### src/rtl/adiabatic_pkg.sv
// Shared types and constants for the adiabatic power-clock sequencer.
package adiabatic_pkg;

   localparam int PHASES_PER_PERIOD = 4;

   typedef enum logic [1:0] {
      PH_IDLE = 2'd0,
      PH_UP   = 2'd1,
      PH_HOLD = 2'd2,
      PH_DOWN = 2'd3
   } phase_t;

   typedef enum logic [1:0] {
      S_IDLE  = 2'd0,
      S_RUN   = 2'd1,
      S_DRAIN = 2'd2
   } state_t;

   // Stage k lags stage 0 by k phases; the 2-bit subtraction wraps modulo the period.
   function automatic phase_t stage_phase(input logic [1:0] p, input int k);
      return phase_t'(p - 2'(k));
   endfunction

endpackage

### src/rtl/adiabatic_phase_dec.sv
// Per-stage decode of a power-clock phase into clkpos/clkneg/ramp levels.
// Build option ADIABATIC_XMODEL_EN: the rails read as X while ramping.
module adiabatic_phase_dec
   import adiabatic_pkg::*;
(
   input  phase_t phase,
   input  logic   active,
   output logic   clkpos,
   output logic   clkneg,
   output logic   ramp
);

   // Phase-to-rail mapping; an inactive stage is parked at IDLE levels.
   always_comb begin
      clkpos = 1'b0;
      clkneg = 1'b1;
      ramp   = 1'b0;
      if (active) begin
         case (phase)
            PH_UP, PH_DOWN: begin
               ramp = 1'b1;
`ifdef ADIABATIC_XMODEL_EN
               clkpos = 1'bx;
               clkneg = 1'bx;
`else
               clkpos = 1'b1;
               clkneg = 1'b0;
`endif
            end
            PH_HOLD: begin
               clkpos = 1'b1;
               clkneg = 1'b0;
               ramp   = 1'b0;
            end
            default: begin
               clkpos = 1'b0;
               clkneg = 1'b1;
               ramp   = 1'b0;
            end
         endcase
      end else begin
         clkpos = 1'b0;
         clkneg = 1'b1;
         ramp   = 1'b0;
      end
   end

endmodule

### src/rtl/adiabatic_clk_seq.sv
// Four-phase adiabatic power-clock sequencer: staggered stage clocks, launch/sample strobes.
// Build option ADIABATIC_XMODEL_EN selects the X-during-ramp rail model (see adiabatic_phase_dec).
module adiabatic_clk_seq
   import adiabatic_pkg::*;
#(
   parameter int NSTAGE = 4,
   parameter int DWELL  = 1,
   parameter int CNT_W  = 8
) (
   input  logic              clk,
   input  logic              rst,
   input  logic              start,
   input  logic              stop,
   input  logic [CNT_W-1:0]  n_cycles,
   output logic              busy,
   output logic [NSTAGE-1:0] clkpos,
   output logic [NSTAGE-1:0] clkneg,
   output logic [NSTAGE-1:0] ramp,
   output logic              in_load,
   output logic              out_valid,
   output logic              done
);

   localparam int              DW_W    = (DWELL > 1) ? $clog2(DWELL) : 1;
   localparam logic [DW_W-1:0] DW_LAST = DW_W'(DWELL - 1);
   localparam logic [1:0]      PH_LAST = 2'(PHASES_PER_PERIOD - 1);

   state_t             state_r, state_s;
   logic [1:0]         ph_r, ph_s;
   logic [DW_W-1:0]    dw_r, dw_s;
   logic [CNT_W-1:0]   cnt_r, cnt_s, cnt_inc_s;
   logic [CNT_W-1:0]   n_r, n_s;
   logic [NSTAGE-1:0]  act_r, act_s;
   logic               advance_s, drain_s, keep0_s, done_s;
   logic [NSTAGE-1:0]  clkpos_s, clkneg_s, ramp_s;
   logic               in_load_s, out_valid_s;

   // Next-state: dwell/phase timing, stage-activity wavefront, run/drain/done sequencing.
   always_comb begin
      state_s   = state_r;
      ph_s      = ph_r;
      dw_s      = dw_r;
      cnt_s     = cnt_r;
      n_s       = n_r;
      act_s     = act_r;
      done_s    = 1'b0;
      drain_s   = 1'b0;
      keep0_s   = 1'b0;
      advance_s = (dw_r == DW_LAST);
      cnt_inc_s = cnt_r + CNT_W'(1);
      case (state_r)
         S_IDLE: begin
            if (start) begin
               state_s = S_RUN;
               ph_s    = 2'd0;
               dw_s    = {DW_W{1'b0}};
               cnt_s   = {CNT_W{1'b0}};
               n_s     = n_cycles;
               act_s   = NSTAGE'(1'b1);
            end else begin
               state_s = S_IDLE;
            end
         end
         S_RUN, S_DRAIN: begin
            drain_s = (state_r == S_DRAIN) || stop ||
                      (advance_s && (ph_r == PH_LAST) &&
                       (n_r != {CNT_W{1'b0}}) && (cnt_inc_s == n_r));
            // Stage 0 drops out at the first period boundary once draining; the rest follow one phase apart.
            keep0_s = act_r[0] && !(drain_s && (ph_r == PH_LAST));
            if (advance_s) begin
               dw_s  = {DW_W{1'b0}};
               ph_s  = ph_r + 2'd1;
               act_s = (act_r << 1'b1) | NSTAGE'(keep0_s);
               if ((ph_r == PH_LAST) && (state_r == S_RUN)) begin
                  cnt_s = cnt_inc_s;
               end else begin
                  cnt_s = cnt_r;
               end
            end else begin
               dw_s = dw_r + DW_W'(1'b1);
            end
            state_s = drain_s ? S_DRAIN : S_RUN;
            if (act_s == {NSTAGE{1'b0}}) begin
               state_s = S_IDLE;
               done_s  = 1'b1;
            end else begin
               done_s  = 1'b0;
            end
         end
         default: begin
            state_s = S_IDLE;
         end
      endcase
   end

   for (genvar k = 0; k < NSTAGE; k++) begin : g_stage
      adiabatic_phase_dec u_dec (
         .phase  (stage_phase(ph_s, k)),
         .active (act_s[k]),
         .clkpos (clkpos_s[k]),
         .clkneg (clkneg_s[k]),
         .ramp   (ramp_s[k])
      );
   end

   assign in_load_s   = (state_s == S_RUN) && act_s[0] && (ph_s == 2'd0) && (dw_s == DW_LAST);
   assign out_valid_s = act_s[NSTAGE-1] && (stage_phase(ph_s, NSTAGE - 1) == PH_HOLD) &&
                        (dw_s == DW_LAST);

   // State and output registers; outputs are registered from the next-state decode.
   always_ff @(posedge clk) begin
      if (rst) begin
         state_r   <= S_IDLE;
         ph_r      <= 2'd0;
         dw_r      <= {DW_W{1'b0}};
         cnt_r     <= {CNT_W{1'b0}};
         n_r       <= {CNT_W{1'b0}};
         act_r     <= {NSTAGE{1'b0}};
         busy      <= 1'b0;
         clkpos    <= {NSTAGE{1'b0}};
         clkneg    <= {NSTAGE{1'b1}};
         ramp      <= {NSTAGE{1'b0}};
         in_load   <= 1'b0;
         out_valid <= 1'b0;
         done      <= 1'b0;
      end else begin
         state_r   <= state_s;
         ph_r      <= ph_s;
         dw_r      <= dw_s;
         cnt_r     <= cnt_s;
         n_r       <= n_s;
         act_r     <= act_s;
         busy      <= (state_s != S_IDLE);
         clkpos    <= clkpos_s;
         clkneg    <= clkneg_s;
         ramp      <= ramp_s;
         in_load   <= in_load_s;
         out_valid <= out_valid_s;
         done      <= done_s;
      end
   end

endmodule

### config.mk
export PLATFORM = sky130hd
export DESIGN_NAME = adiabatic_clk_seq
export DESIGN_NICKNAME = d
export VERILOG_FILES = /design/src/rtl/adiabatic_pkg.sv /design/src/rtl/adiabatic_phase_dec.sv /design/src/rtl/adiabatic_clk_seq.sv
export SDC_FILE = /design/constraint.sdc
export NUM_CORES = 1
export LEC_CHECK = 0
export CAP_MARGIN = 20
export CORE_MARGIN = 5
export CORE_UTILIZATION = 50
export DETAILED_ROUTE_END_ITERATION = 16
export HOLD_SLACK_MARGIN = 0.1
export PLACE_DENSITY = 0.74
export SYNTH_ARGS = -nofsm -noshare
export SYNTH_HDL_FRONTEND = slang
export SYNTH_HIERARCHICAL = 1
export SYNTH_SLANG_ARGS = --single-unit
### constraint.sdc
create_clock -name clk -period 3.8 [get_ports clk]
set_input_delay 0.57 -clock clk [delete_from_list [all_inputs] [get_ports clk]]
set_output_delay 0.57 -clock clk [all_outputs]
set_load 0.01 [all_outputs]
==> results of run 1 <==
==> final cells by class <==
type,count,area (µm²),area share (%)
Multi-Input combinational cell,178,1100,45.6
Sequential cell,41,821,33.9
Timing Repair Buffer,30,293,12.1
Clock buffer,6,82.6,3.41
Tap cell,50,62.6,2.58
Clock inverter,2,37.5,1.55
Inverter,6,22.5,0.929
==> worst min-delay path, cell delays in order (launching register included) <==
cell and delay (ns):
dfxtp_1 0.34, nand2_1 0.06, a21oi_1 0.05
==> routing by layer <==
metal  track usage (%)  vias to the layer above  wire length (µm)
li1                  -                      872                 -
met1              19.9                      748              1870
met2              27.5                       30              1930
met3              4.96                        5               175
met4              6.97                        0                51
met5                 0                        -                 0
==> placed cells by master, fill, tap and decap left out, drive strengths merged, types with 3 or more instances in the layout <==
master,count
clkdlybuf4s50,27
or2,7
o21ai,9
a21oi,18
a211oi,3
buf,3
nand3,6
clkbuf,6
nand2,35
xor2,3
and2,7
nor2,14
a22o,3
nor3,9
nor4,3
o21a,5
nor2b,14
ha,8
dfxtp,41
xnor2,5
inv,6
==> power by group through the flow <==
| stage | Sequential [mW] | Clock (mW) | Combinational [mW] |
|---|---|---|---|
| final | 0.456 | 0.368 | 0.127 |
| after global routing | 0.458 | 0.395 | 0.143 |
| after CTS | 0.456 | 0.379 | 0.128 |
| after detailed placement | 0.466 | 0 | 0.127 |
| after global placement | 0.466 | 0 | 0.126 |
| after floorplan | 0.466 | 0 | 0.0808 |
==> cells by family after synthesis <==
family / count (synthesis)
XOR/XNOR: 9
AND/OR/NAND/NOR: 107
AO/OA/AOI/OAI: 53
adder cells (fa/ha/maj): 8
flip-flops: 41
multiplexers: 1
buffers and inverters: 15
==> Yosys cell counts (3+ instances only) <==
master    count  area share [%]
o21ai_1       4             1.0
clkbuf_1      7             1.3
nor2b_1      14             4.4
o21ai_0       5             1.3
dfxtp_1      41              41
o21a_1        5             1.9
nor2_1       14             2.6
a21oi_1      18             4.5
ha_1          8             5.0
a22o_1        3             1.3
nor3_1        9             2.3
xor2_1        3             1.3
and2_1        6             1.9
nand3_1       6             1.5
xnor2_1       5             2.2
or2_2         7             2.2
nand2_1      35             6.6
inv_1         6             1.1
nor4_1        3            0.94
==> state kept, by name, summed over array words and instances, names as in the netlist, 2 cells and up <==
register  count
n_r           8
clkpos        4
ph_r          2
act_r         4
ramp          4
state_r       2
clkneg        4
cnt_r         8
==> metrics by stage <==
stage,power (mW),cell area (µm²),instances,setup slack [ns],util (%)
after floorplan,0.547,1990,234,1.24,-
after global placement,0.592,2300,305,0.964,58.4
after detailed placement,0.594,2300,305,0.868,58.4
after CTS,0.963,2420,313,0.861,61.5
after global routing,0.997,2420,313,0.638,61.5
final,0.951,2420,313,0.853,61.5
==> worst max-delay path by stage <==
stage	from	end	slack (ns)	cells after the start
5_1_grt	cnt_r[0]	ramp[0]	0.64	9
3_3_place_gp	start	clkneg[3]	0.96	8
2_1_floorplan	state_r[0]	clkneg[3]	1.24	10
6_report	cnt_r[0]	ramp[0]	0.85	9
3_5_place_dp	cnt_r[0]	ramp[0]	0.87	9
4_1_cts	cnt_r[0]	ramp[0]	0.86	9
==> run_results.csv, run 1 <==
group,metric,value,unit
cts,cts_buffers,5,
pwr,p_leak,0.947,nW
setup_path,crit_path_max_fanout,11,
die,row_count,23,
pwr,swShare,24.4,%
synthesis,synth-seq-cells,41,
timing,fmax,339,MHz
timing,timing.hold.ws,0.491,ns
routing,ant_nets,0,
global_routing,grt_pass1_wl,7000,µm
setup_path,end_kind,"flip-flop",
placement,post-dp-hpwl,2920,µm
die,die_w,73.1,µm
run_status,status,"complete, no violations",
cts,clk_pin_slew,0.08,ns
cts,cts_sinks,41,
synthesis,yosys_warnings,6,
timing,slew-limit-headroom,67.0,%
cts,cts_htree_levels,2,
timing,tns,0,ns
cells_and_area,antennaDiodeCount,0,
synthesis,synth_top_family_by_area,"simple AND/OR/NAND/NOR gates",
setup_path,cpLargestDelayFamily,"simple AND/OR/NAND/NOR gates",
global_routing,grt_usage,16.6,%
cells_and_area,fillCellCount,365,
cells_and_area,final_net_count,282,
timing,max_slew.worst_pin.slew,0.494,ns
cells_and_area,area.growth.synth_to_final,21.7,%
cts,clk_path_buf_depth,2,
worst_hold_path,whs_path_depth,2,
synthesis,synth_area,1990,µm²
synthesis,synth_mux_area_share,0.503,%
timing,fin_crit_sh,77.6,%
timing,final-max-slew-violation-count,0,
pwr,powerDensity,392,nW/µm²
routing,drc,0,
cts,cts_setup_buffers,0,
synthesis,syn-num-nets,254,
die,fp.dieH,73.1,µm
synthesis,synth-main-ff-cell,"dfxtp_1",
synthesis,yosysSeqAreaShare,41.2,%
die,core_area,3940,µm²
cts,cts_resized,0,
routing,viasPerCell,5.29,
timing,hold_viol,0,
setup_path,slowest_stage,"or4_1",
synthesis,synthAdderAreaFrac,5.03,%
setup_path,crit_type,"reg -> reg",
timing,fin_skew,0.00567,ns
cts,cts_root_buf,"clkbuf_8",
pwr,switching_power,0.232,mW
timing,grt_setup_unrepaired,"false",
synthesis,yosys.cell_types.count,46,
setup_path,worstPathBufferInverterCount,0,
cells_and_area,drive_gt1_share,9.13,%
worst_hold_path,min_path_type,"reg -> reg",
pwr,p_clk_share,38.7,%
pwr,power_frac_seq,48.0,%
synthesis,syn_inst,234,
placement,portBuffers,27,
routing,drt_iter0_drc,130,
die,fp.dieArea,5340,µm²
global_routing,antenna_found_initial,0,
synthesis,synthXorXnorAreaFrac,4.71,%
synthesis,synthArstFlopShare,0,%
pwr,ir_worst_vdd,0.235,mV
cts,cts.hold.buffers_added,0,
cts,tritoncts,"done",
setup_path,r2r-end,"ramp[0]",
setup_path,cp_cell_sequence,"ha_1 -> xor3_1 -> or4_1 -> a221o_1 -> a211oi_2 -> or2_2 -> a21oi_1 -> and2_1 -> nor2b_1",
global_routing,grt_pass1_vias,1667,
setup_path,worst_setup_path_start_kind,"flip-flop",
setup_path,timing.rr.start,"cnt_r[0]",
routing,wl_per_cell,12.9,µm
placement,gp_congestion,0.784,
global_routing,grt_overflow,0,
global_routing,grt_start_max_net_pins,40,
routing,drt_wl_total,4030,µm
synthesis,synth_simple_gate_area_share,27.1,%
setup_path,critPathRequiredTime,3.98,ns
die,initial_core_util,50.5,%
setup_path,r2r_slack,0.85,ns
synthesis,synth_compound_area_share,18.2,%
worst_hold_path,worstHoldEndpoint,"n_r[5]",
timing,setup_viol,0,
synthesis,syn_avg_cell_area,8.51,µm²
setup_path,cp_slowest_stage_delay,0.50,ns
cts,worstSkewPairLatency,0.29,ns
setup_path,cp_data_arrival_time,3.12,ns
timing,min_period,2.95,ns
worst_hold_path,hold_start,"n_r[5]",
routing,drt_pass1_iterations,4,
die,num_io_pins,28,
pwr,intPower,0.719,mW
setup_path,reg2reg_depth,9,
routing,vias,1655,
synthesis,synth_edf_count,0,
flow_run,max_cap_viol_count,0,
pwr,combinationalPowerShare,13.3,%
No activity file was read; power rests on OpenSTA's default activity.
==> run 2, diff against run 1 <==
--- a/config.mk
+++ b/config.mk
@@ -7,7 +7,7 @@
 export LEC_CHECK = 0
 export CAP_MARGIN = 20
 export CORE_MARGIN = 5
-export CORE_UTILIZATION = 50
+export CORE_UTILIZATION = 48
 export DETAILED_ROUTE_END_ITERATION = 16
 export HOLD_SLACK_MARGIN = 0.1
 export PLACE_DENSITY = 0.74
==> constraint.sdc (replaced) <==
create_clock -name clk -period 2.4 [get_ports clk]
set_input_delay 0.36 -clock clk [delete_from_list [all_inputs] [get_ports clk]]
set_output_delay 0.36 -clock clk [all_outputs]
set_load 0.01 [all_outputs]
==> run 2 against run 1 <==
- utilization rose by 4.6 points
- non-clock buffer count grew 21
- worst setup slack got worse by 0.82 ns
- critical path depth unchanged
- critical path type unchanged
- critical endpoint unchanged
- largest cell class unchanged
==> run_results.csv, run 2 (same netlist as run 1, synthesis figures left out) <==
group,metric,value,unit
run_status,status,"complete, no violations",
pwr,powerDensity,576,nW/µm²
timing,fin_skew,0.00379,ns
cells_and_area,top_regs,"cnt_r: 8 flops, n_r: 8 flops",
setup_path,slowest_stage,"or4_1",
die,core_area,4000,µm²
cts,clk_path_buf_depth,2,
setup_path,cp_data_arrival_time,2.54,ns
timing,fmax,422,MHz
die,die_w,74.4,µm
die,num_io_pins,28,
routing,ant_nets,0,
pwr,ir_worst_vdd,0.462,mV
placement,gp_congestion,0.841,
timing,tns,0,ns
worst_hold_path,min_path_type,"reg -> reg",
flow_run,max_cap_viol_count,0,
timing,slew-limit-headroom,67.6,%
cells_and_area,utilization,66.1,%
die,fp.dieArea,5540,µm²
die,initial_core_util,49.8,%
routing,wl_per_cell,13.2,µm
global_routing,grt_usage,17.4,%
routing,drt_wl_total,4410,µm
timing,final-max-slew-violation-count,0,
global_routing,grt_overflow,0,
routing,drt_iter0_drc,71,
worst_hold_path,whs_path_depth,2,
global_routing,grt_start_max_net_pins,28,
routing,vias,1724,
timing,max_slew.worst_pin.slew,0.482,ns
global_routing,grt_pass1_wl,7400,µm
die,row_count,23,
global_routing,antenna_found_initial,0,
setup_path,cp.depth,9,
setup_path,cpLargestDelayFamily,"simple AND/OR/NAND/NOR gates",
cts,worstSkewPairLatency,0.29,ns
placement,post-dp-hpwl,3290,µm
die,fp.dieH,74.4,µm
routing,viasPerCell,5.16,
cts,cts_htree_levels,2,
setup_path,reg2reg_depth,9,
routing,drt_pass1_iterations,4,
setup_path,worstPathBufferInverterCount,0,
placement,pre_cts_ws,-0.0780,ns
cells_and_area,drive_gt1_share,20.1,%
routing,drc,0,
cts,cts_root_buf,"clkbuf_8",
global_routing,grt_pass1_vias,1710,
cts,clk_pin_slew,0.07,ns
placement,portBuffers,27,
pwr,p_leak,1.05,nW
cts,cts_buffers,5,
setup_path,worst_setup_path_start_kind,"flip-flop",
setup_path,cp_slowest_stage_delay,0.48,ns
setup_path,critPathRequiredTime,2.57,ns
cells_and_area,final_net_count,303,
pwr,power,1.52,mW
cells_and_area,final_common_cell,"dfxtp_1",
cts,cts.hold.buffers_added,0,
timing,grt_setup_unrepaired,"true",
cells_and_area,area.growth.synth_to_final,32.8,%
timing,fin_crit_sh,98.7,%
setup_path,crit_type,"reg -> reg",
cells_and_area,fillCellCount,350,
timing,setup_viol,0,
timing,setup_ws,0.0314,ns
cts,cts_sinks,41,
timing,min_period,2.37,ns
setup_path,end_kind,"flip-flop",
setup_path,crit_path_max_fanout,3,
cells_and_area,antennaDiodeCount,0,
timing,hold_viol,0,
cts,tritoncts,"done",
setup_path,cp_cell_sequence,"ha_4 -> xor2_1 -> or4_1 -> a221o_1 -> a211oi_4 -> or2_4 -> a21oi_2 -> and2_1 -> nor2b_1",
cells_and_area,final_cell_mix,"36 x dfxtp_1, 35 x nand2_1, 27 x clkdlybuf4s50_1",
run 2: cell count changes in the layout (fill, tap and decap cells not counted), moves of 2 or more:
cell,before,now
buf_4,3,24
dfxtp_1,41,36
dfxtp_2,0,5
ha_1,8,5
ha_4,0,2
run 2: tightest hold or removal path, stage by stage (launching register included):
cell     delay (ns)
dfxtp_1        0.32
nand2_1        0.05
a21oi_1        0.05
run 2: worst paths after layout:
path                 start       to  slack (ns)
hold reg to reg     n_r[4]   n_r[4]        0.48
setup / recovery  cnt_r[0]  ramp[0]        0.03
hold / removal      n_r[4]   n_r[4]        0.48
setup reg to reg  cnt_r[0]  ramp[0]        0.03
run 2: area by class of cell:
class | instances | area [µm²] | area share [%]
Clock buffer | 7 | 86.3 | 3.27
Clock inverter | 1 | 30.0 | 1.14
Timing Repair Buffer | 51 | 450 | 17.0
Inverter | 6 | 22.5 | 0.852
Multi-Input combinational cell | 178 | 1160 | 44.1
Tap cell | 50 | 62.6 | 2.37
Sequential cell | 41 | 827 | 31.3
run 2: metrics by stage:
stage | hold slack [ns] | instances | area, µm²
floorplan | 0.449 | 234 | 2030
global placement | 0.468 | 325 | 2480
detailed placement | 0.467 | 325 | 2480
CTS | 0.477 | 334 | 2600
global route | 0.498 | 334 | 2640
finish | 0.476 | 334 | 2640
run 2: per-layer routing:
metal  wire, µm  GRT usage, %  up-vias
met2       2170          29.7       30
met4         74          6.52        0
li1           -             -      911
met1       2040          21.0      777
met3        134          4.46        6
met5          0             0        -
run 2: power breakdown:
part / switching (mW) / total [mW] / internal (mW)
clock network: 0.222 / 0.561 / 0.339
registers: 0.0178 / 0.722 / 0.705
logic: 0.118 / 0.239 / 0.122
total: 0.358 / 1.52 / 1.17
run 2: what timing repair did:
item                       4_1_cts  5_1_grt
buffers inserted                 1        0
pin swaps                        3        0
resized for setup                1        8
setup endpoints to repair        2        6
